[src/rtl/synth_voice_engine.sv]
// synth_voice_engine: allocates note events to a voice table, steps phase and ADSR per sample tick, mixes all voices.
// Optional macro VOICE_STEAL_EN: a note-on with no free voice steals one round-robin instead of being dropped.
module synth_voice_engine #(
  parameter int NUM_VOICES   = 8,
  parameter int PHASE_W      = 24,
  parameter int ENV_W        = 12,
  parameter int OUT_W        = 16,
  parameter int SAMPLE_DIV   = 667,
  parameter int ATTACK_RATE  = 32,
  parameter int DECAY_RATE   = 32,
  parameter int RELEASE_RATE = 8,
  parameter int SUSTAIN_LVL  = 2048
) (
  input  logic                    clk32,
  input  logic                    rst,
  input  logic                    evt_valid,
  output logic                    evt_ready,
  input  logic                    evt_on,
  input  logic [6:0]              evt_note,
  input  logic [3:0]              evt_chan,
  input  logic [6:0]              evt_vel,
  input  logic [PHASE_W-1:0]      evt_inc,
  output logic                    evt_drop,
  output logic signed [OUT_W-1:0] sample_out,
  output logic                    sample_valid,
  output logic [4:0]              voices_act
);

  localparam int VIDX_W = $clog2(NUM_VOICES);
  localparam int ACC_W  = 12 + VIDX_W;
  localparam int OUT_SH = OUT_W - ACC_W;
  localparam int CNT_W  = $clog2(SAMPLE_DIV);
  localparam int EW1    = ENV_W + 1;
  localparam int PROD_W = ENV_W + 13;
  localparam logic [ENV_W-1:0] ENV_FULL = '1;
  localparam logic [EW1-1:0] FULL_X = {1'b0, ENV_FULL};
  localparam logic [EW1-1:0] ATK_R  = EW1'(ATTACK_RATE);
  localparam logic [EW1-1:0] DEC_R  = EW1'(DECAY_RATE);
  localparam logic [EW1-1:0] REL_R  = EW1'(RELEASE_RATE);
  localparam logic [EW1-1:0] SUS_X  = EW1'(SUSTAIN_LVL);

  typedef enum logic [1:0] {ST_WAIT, ST_SCAN, ST_EMIT} eng_state_e;
  typedef enum logic [2:0] {V_IDLE, V_ATTACK, V_DECAY, V_SUSTAIN, V_RELEASE} voice_state_e;

  eng_state_e              state_q, state_d;
  logic [CNT_W-1:0]        cnt_q, cnt_d;
  logic [VIDX_W-1:0]       vidx_q, vidx_d;
  logic signed [ACC_W-1:0] acc_q, acc_d;
  logic signed [OUT_W-1:0] sample_out_q, sample_out_d;
  logic                    sample_valid_q, sample_valid_d;
  logic                    evt_drop_q, evt_drop_d;
  logic [4:0]              voices_act_q, voices_act_d;

  voice_state_e      vst_q   [NUM_VOICES];
  voice_state_e      vst_d   [NUM_VOICES];
  logic [PHASE_W-1:0] phase_q [NUM_VOICES];
  logic [PHASE_W-1:0] phase_d [NUM_VOICES];
  logic [PHASE_W-1:0] inc_q   [NUM_VOICES];
  logic [PHASE_W-1:0] inc_d   [NUM_VOICES];
  logic [ENV_W-1:0]   env_q   [NUM_VOICES];
  logic [ENV_W-1:0]   env_d   [NUM_VOICES];
  logic [6:0]         note_q  [NUM_VOICES];
  logic [6:0]         note_d  [NUM_VOICES];
  logic [6:0]         vel_q   [NUM_VOICES];
  logic [6:0]         vel_d   [NUM_VOICES];
  logic [3:0]         chan_q  [NUM_VOICES];
  logic [3:0]         chan_d  [NUM_VOICES];
`ifdef VOICE_STEAL_EN
  logic [VIDX_W-1:0]  steal_ptr_q, steal_ptr_d;
`endif

  logic                     tick, evt_acc;
  logic signed [11:0]       saw, env_mix, contrib;
  logic signed [PROD_W-1:0] prod_env;
  logic signed [19:0]       prod_vel;
  logic [EW1-1:0]           env_ext;
  logic                     on_hit, free_hit, off_hit, init_en;
  logic [VIDX_W-1:0]        on_idx, free_idx, off_idx, init_idx;
  logic [4:0]               act_cnt;

  assign tick      = (cnt_q == CNT_W'(SAMPLE_DIV - 1));
  assign evt_ready = (state_q == ST_WAIT);
  assign evt_acc   = evt_valid && evt_ready;

  assign sample_out   = sample_out_q;
  assign sample_valid = sample_valid_q;
  assign evt_drop     = evt_drop_q;
  assign voices_act   = voices_act_q;

  // Mix term of the voice under scan, from its pre-update phase and envelope
  always_comb begin
    saw      = phase_q[vidx_q][PHASE_W-1 -: 12];
    prod_env = PROD_W'(saw) * PROD_W'($signed({1'b0, env_q[vidx_q]}));
    env_mix  = 12'(prod_env >>> ENV_W);
    prod_vel = 20'(env_mix) * 20'($signed({1'b0, vel_q[vidx_q]}));
    contrib  = (vst_q[vidx_q] == V_IDLE) ? '0 : 12'(prod_vel >>> 7);
  end

  // Descending loop so the lowest matching index wins
  always_comb begin
    on_hit   = 1'b0;
    free_hit = 1'b0;
    off_hit  = 1'b0;
    on_idx   = '0;
    free_idx = '0;
    off_idx  = '0;
    act_cnt  = '0;
    for (int i = NUM_VOICES - 1; i >= 0; i--) begin
      if (vst_q[i] != V_IDLE && note_q[i] == evt_note && chan_q[i] == evt_chan) begin
        on_hit = 1'b1;
        on_idx = VIDX_W'(i);
      end
      if (vst_q[i] == V_IDLE) begin
        free_hit = 1'b1;
        free_idx = VIDX_W'(i);
      end
      if (vst_q[i] inside {V_ATTACK, V_DECAY, V_SUSTAIN} &&
          note_q[i] == evt_note && chan_q[i] == evt_chan) begin
        off_hit = 1'b1;
        off_idx = VIDX_W'(i);
      end
      act_cnt = act_cnt + 5'(vst_q[i] != V_IDLE);
    end
  end

  always_comb begin
    state_d        = state_q;
    cnt_d          = tick ? '0 : cnt_q + CNT_W'(1);
    vidx_d         = vidx_q;
    acc_d          = acc_q;
    sample_out_d   = sample_out_q;
    sample_valid_d = 1'b0;
    evt_drop_d     = 1'b0;
    voices_act_d   = voices_act_q;
    vst_d          = vst_q;
    phase_d        = phase_q;
    inc_d          = inc_q;
    env_d          = env_q;
    note_d         = note_q;
    vel_d          = vel_q;
    chan_d         = chan_q;
`ifdef VOICE_STEAL_EN
    steal_ptr_d    = steal_ptr_q;
`endif
    env_ext        = {1'b0, env_q[vidx_q]};
    init_en        = 1'b0;
    init_idx       = '0;

    case (state_q)
      ST_WAIT: begin
        if (evt_acc) begin
          if (evt_on) begin
            if (on_hit) begin
              vst_d[on_idx] = V_ATTACK;
              vel_d[on_idx] = evt_vel;
              inc_d[on_idx] = evt_inc;
            end else if (free_hit) begin
              init_en  = 1'b1;
              init_idx = free_idx;
            end else begin
`ifdef VOICE_STEAL_EN
              init_en     = 1'b1;
              init_idx    = steal_ptr_q;
              steal_ptr_d = steal_ptr_q + VIDX_W'(1);
`else
              evt_drop_d  = 1'b1;
`endif
            end
          end else if (off_hit) begin
            vst_d[off_idx] = V_RELEASE;
          end
        end
        if (tick) begin
          state_d = ST_SCAN;
          vidx_d  = '0;
          acc_d   = '0;
        end
      end
      ST_SCAN: begin
        acc_d = acc_q + ACC_W'(contrib);
        if (vst_q[vidx_q] != V_IDLE)
          phase_d[vidx_q] = phase_q[vidx_q] + inc_q[vidx_q];
        case (vst_q[vidx_q])
          V_ATTACK:
            if (env_ext + ATK_R >= FULL_X) begin
              env_d[vidx_q] = ENV_FULL;
              vst_d[vidx_q] = V_DECAY;
            end else begin
              env_d[vidx_q] = ENV_W'(env_ext + ATK_R);
            end
          V_DECAY:
            if (env_ext <= SUS_X + DEC_R) begin
              env_d[vidx_q] = ENV_W'(SUS_X);
              vst_d[vidx_q] = V_SUSTAIN;
            end else begin
              env_d[vidx_q] = ENV_W'(env_ext - DEC_R);
            end
          V_RELEASE:
            if (env_ext <= REL_R) begin
              env_d[vidx_q] = '0;
              vst_d[vidx_q] = V_IDLE;
            end else begin
              env_d[vidx_q] = ENV_W'(env_ext - REL_R);
            end
          default: ;
        endcase
        vidx_d = vidx_q + VIDX_W'(1);
        if (vidx_q == VIDX_W'(NUM_VOICES - 1))
          state_d = ST_EMIT;
      end
      ST_EMIT: begin
        sample_out_d   = OUT_W'(acc_q) <<< OUT_SH;
        sample_valid_d = 1'b1;
        voices_act_d   = act_cnt;
        state_d        = ST_WAIT;
      end
      default: state_d = ST_WAIT;
    endcase

    if (init_en) begin
      vst_d[init_idx]   = V_ATTACK;
      phase_d[init_idx] = '0;
      env_d[init_idx]   = '0;
      note_d[init_idx]  = evt_note;
      chan_d[init_idx]  = evt_chan;
      vel_d[init_idx]   = evt_vel;
      inc_d[init_idx]   = evt_inc;
    end
  end

  always_ff @(posedge clk32) begin
    if (rst) begin
      state_q        <= ST_WAIT;
      cnt_q          <= '0;
      vidx_q         <= '0;
      acc_q          <= '0;
      sample_out_q   <= '0;
      sample_valid_q <= 1'b0;
      evt_drop_q     <= 1'b0;
      voices_act_q   <= '0;
`ifdef VOICE_STEAL_EN
      steal_ptr_q    <= '0;
`endif
      for (int i = 0; i < NUM_VOICES; i++) begin
        vst_q[i]   <= V_IDLE;
        phase_q[i] <= '0;
        inc_q[i]   <= '0;
        env_q[i]   <= '0;
        note_q[i]  <= '0;
        vel_q[i]   <= '0;
        chan_q[i]  <= '0;
      end
    end else begin
      state_q        <= state_d;
      cnt_q          <= cnt_d;
      vidx_q         <= vidx_d;
      acc_q          <= acc_d;
      sample_out_q   <= sample_out_d;
      sample_valid_q <= sample_valid_d;
      evt_drop_q     <= evt_drop_d;
      voices_act_q   <= voices_act_d;
`ifdef VOICE_STEAL_EN
      steal_ptr_q    <= steal_ptr_d;
`endif
      vst_q          <= vst_d;
      phase_q        <= phase_d;
      inc_q          <= inc_d;
      env_q          <= env_d;
      note_q         <= note_d;
      vel_q          <= vel_d;
      chan_q         <= chan_d;
    end
  end

endmodule
[config.mk]
export PLATFORM = sky130hd
export DESIGN_NAME = synth_voice_engine
export DESIGN_NICKNAME = d
export VERILOG_FILES = /design/src/rtl/synth_voice_engine.sv
export SDC_FILE = /design/constraint.sdc
export NUM_CORES = 2
export LEC_CHECK = 0
export CORE_MARGIN = 2
export CORE_UTILIZATION = 54
export CTS_BUF_LIST = sky130_fd_sc_hd__clkbuf_8 sky130_fd_sc_hd__clkbuf_16
export CTS_CLUSTER_DIAMETER = 40
export DETAILED_ROUTE_END_ITERATION = 8
export PLACE_DENSITY = 0.7
export SLEW_MARGIN = 10
export SYNTH_ARGS = -nofsm -noshare
export SYNTH_HDL_FRONTEND = slang
export SYNTH_SLANG_ARGS = --single-unit
[constraint.sdc]
create_clock -name clk32 -period 14.7 [get_ports clk32]
set_input_delay 2.94 -clock clk32 [delete_from_list [all_inputs] [get_ports clk32]]
set_output_delay 2.94 -clock clk32 [all_outputs]
set_load 0.02 [all_outputs]
==> metrics.yaml <==
clock_network:
  tritoncts: "done"
  cts-root-buf: "clkbuf_16"
  clock_latency_ns: 0.66
  numCtsBuffers: 99
  hold_buffers: 0
  htree_levels: 3
  clk_pin_slew_ns: 0.05
  cts_sinks: 699
  clk_path_buf_depth: 3
logic_synthesis:
  ys_seq_area_share_pct: 34.7
  syn_inst: 4915
  yosysWarningCount: 0
  ys_types: 95
  yosys.area.top_type: "dfxtp_1"
  synth_top_flop_cell: "dfxtp_1"
  synth_edf_count: 0
  yosys-top-cells-area: "dfxtp_1 (35%), fa_1 (8.0%), nand2_1 (7.8%)"
  async_flop_share_pct: 0
  syn_avg_cell_area_sq_um: 8.20
  yosys_register_bits: 699
  synth_area_sq_um: 40300
  synth_top_cell_area_share_pct: 34.7
die:
  die_area_sq_um: 76800
  die_x_um: 277
  initial_core_util_pct: 54.3
  pin_count: 70
  die_h_um: 277
  core-area_sq_um: 74200
  rows: 100
global_route:
  overflow: 0
  grt_pass1_wl_um: 197000
  first_global_vias: 34700
  antenna_found_initial: 3
  track_usage_pct: 32.0
  grt_max_degree: 129
final_layout:
  drive_gt1_share_pct: 8.20
  synthToLayoutAreaGrowth_pct: 12.4
  fin_nets: 5216
  fin_cells: 5895
  design_area_sq_um: 45300
drt:
  viasPerCell: 6.11
  wl_per_cell_um: 21.3
  drt-total-wl_um: 126000
  firstDrtPassIters: 9
  vias: 36000
  drc: 0
  drtIter0Drc: 4103
  ant_nets: 0
timing:
  slew_viol_final: 0
  fin_setup_tns_ns: 0
  final.period_utilization_pct: 95.2
  fmax_mhz: 71.5
  worst_hold_slack_ns: 0.447
  worst_slew_pin_slew_ns: 1.29
  hold_violations: 0
  fin_crit_ns: 13.99
  worst_slack_ns: 0.705
  finalSetupViolations: 0
  worst_clock_skew_ns: 0.0222
  max-slew-margin-rel_pct: 13.8
critical_path:
  cpMaxStageDelayCell: "or4_1"
  startpoint: "vidx_q[0]"
  rr_worst_depth: 52
  path_buf_inv: 11
  path_common_cell: "fa_1"
  endpoint_kind: "register"
  cp.required_ns: 15.25
  cp-start-kind: "register"
  cp_max_fo: 31
  crit_family: "adder cells"
  r2r_slack_ns: 0.71
  critPathKind: "register to register"
  crit_path_max_incr_delay_ns: 0.55
  critPathArrivalTime_ns: 14.54
  rr_startpoint: "vidx_q[0]"
  crit_cells: 52
power:
  cellPowerDensity_nw_per_um2: 100
  ir_worst_vdd_mv: 0.129
  p_leak_nw: 17.9
worst_hold_path:
  worst_hold_path.num_cells: 2
  min_from: "inc_q[186]"
  min_path_type: "register to register"
placed_design:
  placed_area_sq_um: 41600
  dp_hpwl_um: 79300
  dp.cells: 5695
  pre_cts_slack_ns: 0.426
  gp_congestion: 0.957
  io_buffers: 67
outcome:
  status: "complete, no violations"
flow_run:
  cap_violations: 0
## worst reg2reg max path: cells and delay by family, from the launching register on
kind                       cells  cell delay (ns)
AOI/OAI and AO/OA             16             3.75
adders and majority gates     12             5.38
buffers and inverters         11             1.52
and+or+nand+nor               11             2.42
xor gates and xnor gates       2             0.31
DFF                            1             0.53
## what timing repair did
item | CTS | global route
resized for setup | 0 | 10
setup endpoints to repair | 0 | 4
setup buffers | 0 | 17
## metal layers
layer	vias up	share of wire, %	global-route usage [%]
met5	-	0.013	0
met3	439	9.7	6.27
li1	16600	-	-
met2	1860	45	50.4
met4	2	4.1	12.8
met1	17100	42	43.3
## final cells by class
cell class	count	area (sq um)
diodes	2	5.00
clock buffers	121	2800
clock inverters	59	647
fillers	6505	28900
inverters	263	991
multi-input cells	3597	24000
flip-flops and latches	699	14000
well taps	969	1210
repair buffers	185	1620
## cell usage in the layout, fill, tap and decap left out, drive strengths merged, types with 32 or more instances in the layout
cell type	Yosys	final
a211oi	85	85
a21oi	457	457
a22oi	188	188
and2	48	48
buf	84	119
clkbuf	274	121
clkdlybuf4s50	0	66
dfxtp	699	699
fa	162	162
ha	163	163
inv	262	278
mux2i	247	247
nand2	834	834
nand3	63	63
nand4	62	62
nor2	556	557
nor3	59	59
o21ai	88	88
or2	32	32
xnor2	113	113
xor2	58	58
## cell families (layout without fill, tap and decap cells)
group | count (synthesis) | count (layout) | synth area share [%]
AO/OA/AOI/OAI | 1038 | 1038 | 16.3
AND/OR/NAND/NOR | 1796 | 1797 | 19.1
adder cells (fa/ha/maj) | 325 | 325 | 13.1
multiplexers | 264 | 264 | 6.86
other | 1 | 4 | 0.00930
buffers and inverters | 621 | 628 | 6.19
XOR/XNOR | 171 | 171 | 3.73
flip-flops | 699 | 699 | 34.7
## synth_stat cells, types with 10 or more instances
library cell / instances
a211oi_1: 84
a21o_1: 23
a21oi_1: 454
a221oi_1: 22
a22o_1: 12
a22oi_1: 188
a31oi_1: 21
and2_1: 48
and3_1: 18
buf_1: 40
buf_2: 28
clkbuf_1: 274
dfxtp_1: 699
fa_1: 162
ha_1: 163
inv_1: 258
mux2i_1: 247
nand2_1: 833
nand2b_1: 24
nand3_1: 63
nand3b_1: 10
nand4_1: 62
nor2_1: 556
nor2b_1: 22
nor3_1: 59
nor4_1: 21
o211ai_1: 12
o21ai_0: 72
o21ai_1: 16
o21bai_1: 21
o22ai_1: 28
or2_2: 30
or3_1: 15
xnor2_1: 112
xor2_1: 58
## stage by stage
step | power [mW] | utilization [%]
6_report | 4.53 | 61.1
3_3_place_gp | 2.13 | 56.1
4_1_cts | 4.54 | 60.8
5_1_grt | 4.64 | 61.1
2_1_floorplan | 2.06 | -
3_5_place_dp | 2.13 | 56.1
## where the power goes
| group | internal [mW] | total, mW | leakage, nW | switching [mW] |
|---|---|---|---|---|
| registers | 1.91 | 1.91 | 5.64 | 0.00596 |
| logic | 0.0502 | 0.184 | 10.5 | 0.133 |
| clock network | 1.52 | 2.44 | 1.71 | 0.919 |
| total | 3.47 | 4.53 | 17.9 | 1.06 |
## path summary, 6_finish.rpt
| check | endpoint |
|---|---|
| worst max-delay path | acc_q[13] |
| worst min-delay path | inc_q[186] |
| worst max register to register | acc_q[13] |
| worst min register to register | inc_q[186] |
## sequential cells by signal (all words and copies together) (netlist names)
register	count
inc_q	192
note_q	56
sample_valid	1
vst_q	24
acc_q	15
vidx_q	3
sample_out	15
state_q	2
chan_q	32
cnt_q	10
env_q	96
vel_q	56
voices_act	4
phase_q	192
evt_drop	1
No activity file was read; power rests on OpenSTA's default activity.
